==> src/rtl/display_mode_ctrl.sv <==
// Display mode sequencer: cycles CLOCK/TIMER/STOPWATCH views on mode edges,
// falls back to CLOCK on idle timeout and raises a blinking ALARM view on timer expiry.
module display_mode_ctrl #(
  parameter int unsigned IDLE_TICKS  = 3000,
  parameter int unsigned ALARM_TICKS = 1000,
  parameter int unsigned BLINK_HALF  = 50
) (
  input  logic       clk,
  input  logic       rst,
  input  logic       tick,
  input  logic       mode_btn,
  input  logic       ack_btn,
  input  logic       tmr_done,
  input  logic       sw_running,
  output logic [1:0] sel,
  output logic       blank,
  output logic       alarm
);

  localparam int unsigned IW = $clog2(IDLE_TICKS + 1);
  localparam int unsigned AW = $clog2(ALARM_TICKS + 1);
  localparam int unsigned BW = $clog2(BLINK_HALF + 1);

  typedef enum logic [1:0] {
    S_CLOCK,
    S_TIMER,
    S_STOPWATCH,
    S_ALARM
  } state_e;

  state_e        state_q, state_d;
  logic          mode_q, ack_q;
  logic [IW-1:0] idle_q, idle_d;
  logic [AW-1:0] acnt_q, acnt_d;
  logic [BW-1:0] bcnt_q, bcnt_d;
  logic          blank_q, blank_d;
  logic [1:0]    sel_q, sel_d;
  logic          alarm_q, alarm_d;
  logic          mode_edge, ack_edge;

  assign mode_edge = mode_btn & ~mode_q;
  assign ack_edge  = ack_btn & ~ack_q;

  always_comb begin
    state_d = state_q;
    idle_d  = idle_q;
    acnt_d  = '0;
    bcnt_d  = '0;
    blank_d = 1'b0;
    if (tmr_done) begin
      state_d = S_ALARM;
      idle_d  = '0;
    end else if (state_q == S_ALARM) begin
      acnt_d  = acnt_q;
      bcnt_d  = bcnt_q;
      blank_d = blank_q;
      if (mode_edge || ack_edge) begin
        state_d = S_TIMER;
        acnt_d  = '0;
        bcnt_d  = '0;
        blank_d = 1'b0;
      end else if (tick) begin
        if (acnt_q == AW'(ALARM_TICKS - 1)) begin
          state_d = S_TIMER;
          acnt_d  = '0;
          bcnt_d  = '0;
          blank_d = 1'b0;
        end else begin
          acnt_d = acnt_q + AW'(1);
          if (bcnt_q == BW'(BLINK_HALF - 1)) begin
            bcnt_d  = '0;
            blank_d = ~blank_q;
          end else begin
            bcnt_d = bcnt_q + BW'(1);
          end
        end
      end
    end else if (mode_edge) begin
      idle_d = '0;
      case (state_q)
        S_CLOCK:     state_d = S_TIMER;
        S_TIMER:     state_d = S_STOPWATCH;
        default:     state_d = S_CLOCK;
      endcase
    end else if (ack_edge) begin
      idle_d = '0;
    end else if (state_q == S_CLOCK || (state_q == S_STOPWATCH && sw_running)) begin
      idle_d = '0;
    end else if (tick) begin
      // Timeout fires on the tick that would make the count reach IDLE_TICKS.
      if (idle_q == IW'(IDLE_TICKS - 1)) begin
        state_d = S_CLOCK;
        idle_d  = '0;
      end else begin
        idle_d = idle_q + IW'(1);
      end
    end

    case (state_d)
      S_CLOCK:     sel_d = 2'b01;
      S_STOPWATCH: sel_d = 2'b11;
      default:     sel_d = 2'b10;
    endcase
    alarm_d = (state_d == S_ALARM);
  end

  always_ff @(posedge clk) begin
    if (rst) begin
      state_q <= S_CLOCK;
      mode_q  <= 1'b1;
      ack_q   <= 1'b1;
      idle_q  <= '0;
      acnt_q  <= '0;
      bcnt_q  <= '0;
      blank_q <= 1'b0;
      sel_q   <= 2'b01;
      alarm_q <= 1'b0;
    end else begin
      state_q <= state_d;
      mode_q  <= mode_btn;
      ack_q   <= ack_btn;
      idle_q  <= idle_d;
      acnt_q  <= acnt_d;
      bcnt_q  <= bcnt_d;
      blank_q <= blank_d;
      sel_q   <= sel_d;
      alarm_q <= alarm_d;
    end
  end

  assign sel   = sel_q;
  assign blank = blank_q;
  assign alarm = alarm_q;

endmodule

==> config.mk <==
export PLATFORM = sky130hd
export DESIGN_NAME = display_mode_ctrl
export DESIGN_NICKNAME = d
export VERILOG_FILES = /design/src/rtl/display_mode_ctrl.sv
export SDC_FILE = /design/constraint.sdc
export NUM_CORES = 1
export LEC_CHECK = 0
export ABC_AREA = 1
export BUFFER_PORTS_ARGS = -buffer_cell sky130_fd_sc_hd__buf_4
export CORE_UTILIZATION = 53
export CTS_BUF_LIST = sky130_fd_sc_hd__clkbuf_16
export DETAILED_ROUTE_END_ITERATION = 7
export PLACE_DENSITY = 0.72
export RECOVER_POWER = 25
export SETUP_SLACK_MARGIN = 0.1
export SLEW_MARGIN = 0
export SYNTH_ARGS = -nofsm -noshare
export SYNTH_HDL_FRONTEND = slang
export SYNTH_SLANG_ARGS = --single-unit
==> constraint.sdc <==
create_clock -name clk -period 1.7 [get_ports clk]
set_clock_uncertainty 0.1 [all_clocks]
set_input_delay 0 -clock clk [delete_from_list [all_inputs] [get_ports clk]]
set_output_delay 0 -clock clk [all_outputs]
set_load 0.01 [all_outputs]
**Word level (Yosys, flattened, before mapping)**

Cells that the tools add are included.

- Register bits: 36
- Input port bits: 7
- Logic and storage cells: 59

- Bitwise operators: 6
- Add/sub/neg operators: 3
- Equal/unequal tests: 8
- Multiplexer cells: 22
- Reduce and logical (&&, ||, !) cells: 11

Operators with widths:

| kind | number |
|---|---|
| 12-bit 2-to-1 mux | 5 |
| 2-bit 2-to-1 mux | 10 |
| 12-bit by 1-bit adder with 12-bit output, second input constant | 1 |
| 12-bit == test, second input constant | 1 |
| 6-bit 2-to-1 mux | 2 |
| 10-bit by 1-bit adder with 10-bit output, second input constant | 1 |
| 10-bit == test, second input constant | 1 |
| 10-bit 2-to-1 mux | 1 |
| 2-bit == test, second input constant | 4 |
| 2-bit case mux with 2 select lines | 2 |
| 6-bit by 1-bit adder with 6-bit output, second input constant | 1 |
| 6-bit == test, second input constant | 1 |
| 2-bit logical NOT | 2 |
| 1-bit inverter | 4 |
| 2-bit AND reduction | 2 |
| 4-bit nonzero test | 1 |
| 4-bit OR reduction | 1 |
| 1-bit bitwise AND | 2 |
| 2-bit by 1-bit == test with 1-bit output, second input constant | 1 |
| 1-bit logical OR | 2 |
| 1-bit 2-to-1 mux | 2 |
| 2-bit nonzero test | 1 |
| 2-bit OR reduction | 1 |
| 1-bit logical AND | 1 |

**Depth between registers and ports, before layout**

- Depth in word-level cells: 10
- Depth in mapped cells: 12

**Worst setup path before layout**

No wires, ideal clock.

- Path type: register to register
- From: register idle_q[0]
- To: register idle_q[10]
- Setup time: 64 ps
- Stages on the path, launching flop included: 10
- Setup slack: 278 ps
- Path buffers: 0
- Data arrival time: 1,258 ps
- Data required time: 1,536 ps
- Cells stage by stage: dfxtp_1 > ha_1 > nand2_1 > nor2_2 > nand2_1 > nor2_1 > nand4_1 > nor2_1 > nor2_1 > nor2_1

- Cells in the longest elaborated chain, start to end: 6

Ends and longest elaborated chain:

| element | line | text |
|---|---|---|
| from (decl) | 33 | `logic [IW-1:0] idle_q, idle_d;` |
| from (signal assigned) | 122 | `idle_q <= idle_d;` |
| 12-bit by 1-bit adder with 12-bit output or 12-bit == test (tied branches) | 95, 91 |  |
| 12-bit 2-to-1 mux (*) | 91 | `if (idle_q == IW'(IDLE_TICKS - 1)) begin` |
| 12-bit 2-to-1 mux (*) | 89 | `end else if (tick) begin` |
| 12-bit 2-to-1 mux (*) | 87 | `end else if (state_q == S_CLOCK \|\| (state_q == S_STOPWATCH && sw_running)) begin` |
| 12-bit 2-to-1 mux (*) | 85 | `end else if (ack_edge) begin` |
| 12-bit 2-to-1 mux (*) | 78 | `end else if (mode_edge) begin` |

Mark *: on every way between the ends. The rest lies on a longest branch, timed or not. The select of a mux whose other input is x is not followed.
A chain may end at the register's enable or synchronous reset.

**Worst setup path in the final report**

- From: register state_q[1]
- To: register idle_q[5]

- Cells in the longest elaborated chain, start to end: 6

Ends and longest elaborated chain:

| element | line | text |
|---|---|---|
| from (decl) | 31 | `state_e state_q, state_d;` |
| from (signal assigned) | 119 | `state_q <= state_d;` |
| 2-bit == test | 87 |  |
| 1-bit logical AND | 87 |  |
| 1-bit logical OR | 87 |  |
| 12-bit 2-to-1 mux | 87 |  |
| 12-bit 2-to-1 mux | 85 |  |
| 12-bit 2-to-1 mux | 78 |  |

Parallel ways exist; a longest one is shown, timed or not.

==> flow_metrics.tcl <==
set metrics [dict create \
    fp.dieH_um 61.7 \
    cellPowerDensity_mw_per_mm2 818 \
    number_of_unique_standard_cell_types_used_by_synthesis 31 \
    critical_path_class "reg -> reg" \
    path_cells "a21oi_2 -> nor2_4 -> nand2_4 -> nand2_8 -> buf_4 -> nor2_1 -> nand2_1 -> nor2_1 -> nor2_1" \
    vias_in_the_first_global_route 1453 \
    final_setup_violations 0 \
    ir_drop_mv 0.683 \
    cts.sink_count 36 \
    crit_top_cell "sky130_fd_sc_hd__nor2_1" \
    detailedPlace.worstSlack_ps 105 \
    min_path_type "in -> reg" \
    cts_max_level 2 \
    insertion_delay_ps 270 \
    max_clock_freq_mhz 636 \
    top_level_ports 11 \
    placement_rows 21 \
    initial_antenna_violation_count 0 \
    drtAntennaViolNets 0 \
    seq_area_frac_synth 0.382 \
    globalplace.congestion 0.847 \
    die_width_um 61.7 \
    dr.pass1.iters 4 \
    static_leakage_nw 0.955 \
    mappedNetlistArea_mm2 0.00189 \
    core_area_mm2 0.00336 \
    final.setup.tns_ps 0 \
    post-synth-top-area-fraction 0.382 \
    global_route_wire_length_before_repair_um 5880 \
    grt_max_degree 13 \
    post-dp-hpwl_um 2540 \
    status "finished, final reports clean" \
    tritoncts "built" \
    number_of_register_bits_inferred_by_synthesis 36 \
    rsz0062_at_grt "yes" \
    path_max_fanout 5 \
    num_vias 1693 \
    antenna_cells 0 \
    cpPeakStageDelay_ps 360 \
    clock_tree.buffer_depth 2 \
    slew_headroom 0.773 \
    area.growth.synth_to_final_pct 22.3 \
    stdcell_count 349 \
    syn-num-nets 286 \
    grt_overflow_total 0 \
    crit_path_start_kind "register" \
    cts.root.buffer_cell "sky130_fd_sc_hd__clkbuf_16" \
    cts_buffers 5 \
    fin_total_pwr_mw 1.89 \
    count_of_mapped_cells_out_of_synthesis 275 \
    post_drt_wl_per_cell_um 10.7 \
    max_cap_viol_count 0 \
    number_of_violations_reported_at_the_end_of_detailed_routing_iteration_0 65 \
    worstPathArrival_ps 1640 \
    cp_top_family "simple AND/OR/NAND/NOR gates" \
    fp.dieArea_mm2 0.00381 \
    cp_num_buf_inv 1 \
    timing_worst_slew_pin_value_ps 339 \
    final-hold-violation-count 0 \
    synth_area_leaders "sky130_fd_sc_hd__dfxtp_1 (38%), sky130_fd_sc_hd__nand2_1 (12%), sky130_fd_sc_hd__nor2_1 (10%)" \
    timing.critical_path.required_ps 1770 \
    drt_drc_violations_left 0 \
    finalMaxSlewViolations 0 \
    route.detailed.vias_per_inst 4.85 \
    final_net_count 313 \
    worstSetupEndpointType "register" \
    proportion_of_layout_cells_with_a_drive_suffix_above_1 0.188 \
    netlist.top_cell.by_area "sky130_fd_sc_hd__dfxtp_1" \
    port_buffers 10 \
    fin_worst_hold_slack_ps 326 \
    place.detailed.instances 330 \
    setup_slack_ps 127 \
    drt_wl_total_um 3720 \
    initial_core_util 0.561 \
    yosysWarnings 0 \
    path_clk_slew_ps 50 \
    final.period_utilization 0.925 \
    cp_slowest_cell "sky130_fd_sc_hd__dfxtp_1" \
    postSynthAreaPerCell_um2 6.87 \
    groute.usage.overall 0.214 \
    period_minus_slack_ps 1570 \
]
## logic make-up (layout without fill, tap and decap cells)
family / count (synthesis) / in the layout / share of synthesized area
adder cells (fa/ha/maj): 4 / 4 / 0.0265
AO/OA/AOI/OAI: 21 / 21 / 0.0742
buffers and inverters: 47 / 75 / 0.0974
flip-flops: 36 / 36 / 0.382
AND/OR/NAND/NOR: 162 / 162 / 0.397
XOR/XNOR: 5 / 5 / 0.0232
## worst paths after layout
check                           startpoint         to  slack (ps)  cells past startpoint
worst min-delay path            sw_running  idle_q[1]         330                      7
worst max register to register  state_q[1]  idle_q[5]         130                      9
worst max-delay path            state_q[1]  idle_q[5]         130                      9
worst min register to register   acnt_q[0]  acnt_q[0]         390                      2
## layout make-up
| cell class | count | area, µm² |
|---|---|---|
| tap | 46 | 57.6 |
| clock inverter | 3 | 11.3 |
| clock buffer | 5 | 125 |
| multi-input combinational | 192 | 1060 |
| fill | 304 | 1050 |
| inverter | 45 | 175 |
| sequential | 36 | 729 |
| timing repair buffer | 22 | 155 |
## stage by stage
step	util	area [µm²]
after floorplan	-	1890
after global placement	0.600	2020
after detailed placement	0.600	2020
after CTS	0.656	2210
after global routing	0.687	2310
final	0.687	2310
## cell usage in the layout, fill, tap and decap left out, types with 3 or more instances in the layout
cell type	count
sky130_fd_sc_hd__nand2_1	58
sky130_fd_sc_hd__dlygate4sd3_1	5
sky130_fd_sc_hd__dfxtp_1	31
sky130_fd_sc_hd__nor3_1	11
sky130_fd_sc_hd__nand4_1	7
sky130_fd_sc_hd__inv_1	41
sky130_fd_sc_hd__dfxtp_2	4
sky130_fd_sc_hd__o21ai_0	6
sky130_fd_sc_hd__or2_2	3
sky130_fd_sc_hd__buf_4	11
sky130_fd_sc_hd__a21oi_1	7
sky130_fd_sc_hd__clkbuf_1	6
sky130_fd_sc_hd__nand3_1	13
sky130_fd_sc_hd__nor2_1	49
sky130_fd_sc_hd__inv_2	3
sky130_fd_sc_hd__nand2_4	7
sky130_fd_sc_hd__clkbuf_16	5
sky130_fd_sc_hd__a21oi_2	3
sky130_fd_sc_hd__nor2_2	4
sky130_fd_sc_hd__xor2_1	3
## state kept, by name, indices dropped and copies added (netlist names)
register	count
idle_q	12
blank	1
acnt_q	10
mode_q	1
bcnt_q	6
sel	2
state_q	2
alarm	1
ack_q	1
## repair_timing
item                       in CTS  in global routing
gates resized for setup         1                 24
pin swaps                       0                 14
hold endpoints to repair       12                  0
setup endpoints to repair       1                 20
hold buffers                    5                  0
setup buffers                   0                  6
## routing by layer
layer / GRT usage / vias to the layer above / part of all wire
li1: - / 916 / -
met1: 0.272 / 744 / 0.48
met2: 0.335 / 31 / 0.47
met3: 0.0777 / 2 / 0.037
met4: 0.0698 / 0 / 0.0065
met5: 0 / - / 0
## power breakdown
part           switching (mW)  internal, mW  leakage [nW]
registers              0.0144         0.862         0.295
logic                   0.102        0.0751         0.586
clock network           0.309         0.526        0.0738
## synth_stat cells
cell,number
sky130_fd_sc_hd__nand2_8,1
sky130_fd_sc_hd__or2_1,1
sky130_fd_sc_hd__inv_1,39
sky130_fd_sc_hd__nor2_1,51
sky130_fd_sc_hd__a31o_2,2
sky130_fd_sc_hd__nand2_1,61
sky130_fd_sc_hd__inv_2,4
sky130_fd_sc_hd__xnor2_1,2
sky130_fd_sc_hd__a21oi_1,8
sky130_fd_sc_hd__a21oi_2,2
sky130_fd_sc_hd__dfxtp_1,36
sky130_fd_sc_hd__a21boi_4,1
sky130_fd_sc_hd__nand3_1,13
sky130_fd_sc_hd__nand2_4,4
sky130_fd_sc_hd__buf_4,1
sky130_fd_sc_hd__nand4_1,7
sky130_fd_sc_hd__o21ai_0,6
sky130_fd_sc_hd__xor2_1,3
sky130_fd_sc_hd__nor3_1,12
sky130_fd_sc_hd__nor4_2,1
sky130_fd_sc_hd__o21ai_2,1
sky130_fd_sc_hd__or2_2,3
sky130_fd_sc_hd__nand2_2,2
sky130_fd_sc_hd__o211ai_1,1
sky130_fd_sc_hd__clkbuf_1,1
sky130_fd_sc_hd__nor2_4,1
sky130_fd_sc_hd__clkinv_2,1
sky130_fd_sc_hd__nand3b_1,2
sky130_fd_sc_hd__nor2_2,3
sky130_fd_sc_hd__inv_4,1
sky130_fd_sc_hd__ha_1,4
## tightest hold or removal path: stages
cell and delay, ps:
sky130_fd_sc_hd__buf_4 80, sky130_fd_sc_hd__inv_1 40, sky130_fd_sc_hd__a21oi_2 210, sky130_fd_sc_hd__nor2_4 70, sky130_fd_sc_hd__buf_4 130, sky130_fd_sc_hd__nand3_1 70, sky130_fd_sc_hd__a21oi_1 60
Power figures use the tool's default switching activity.
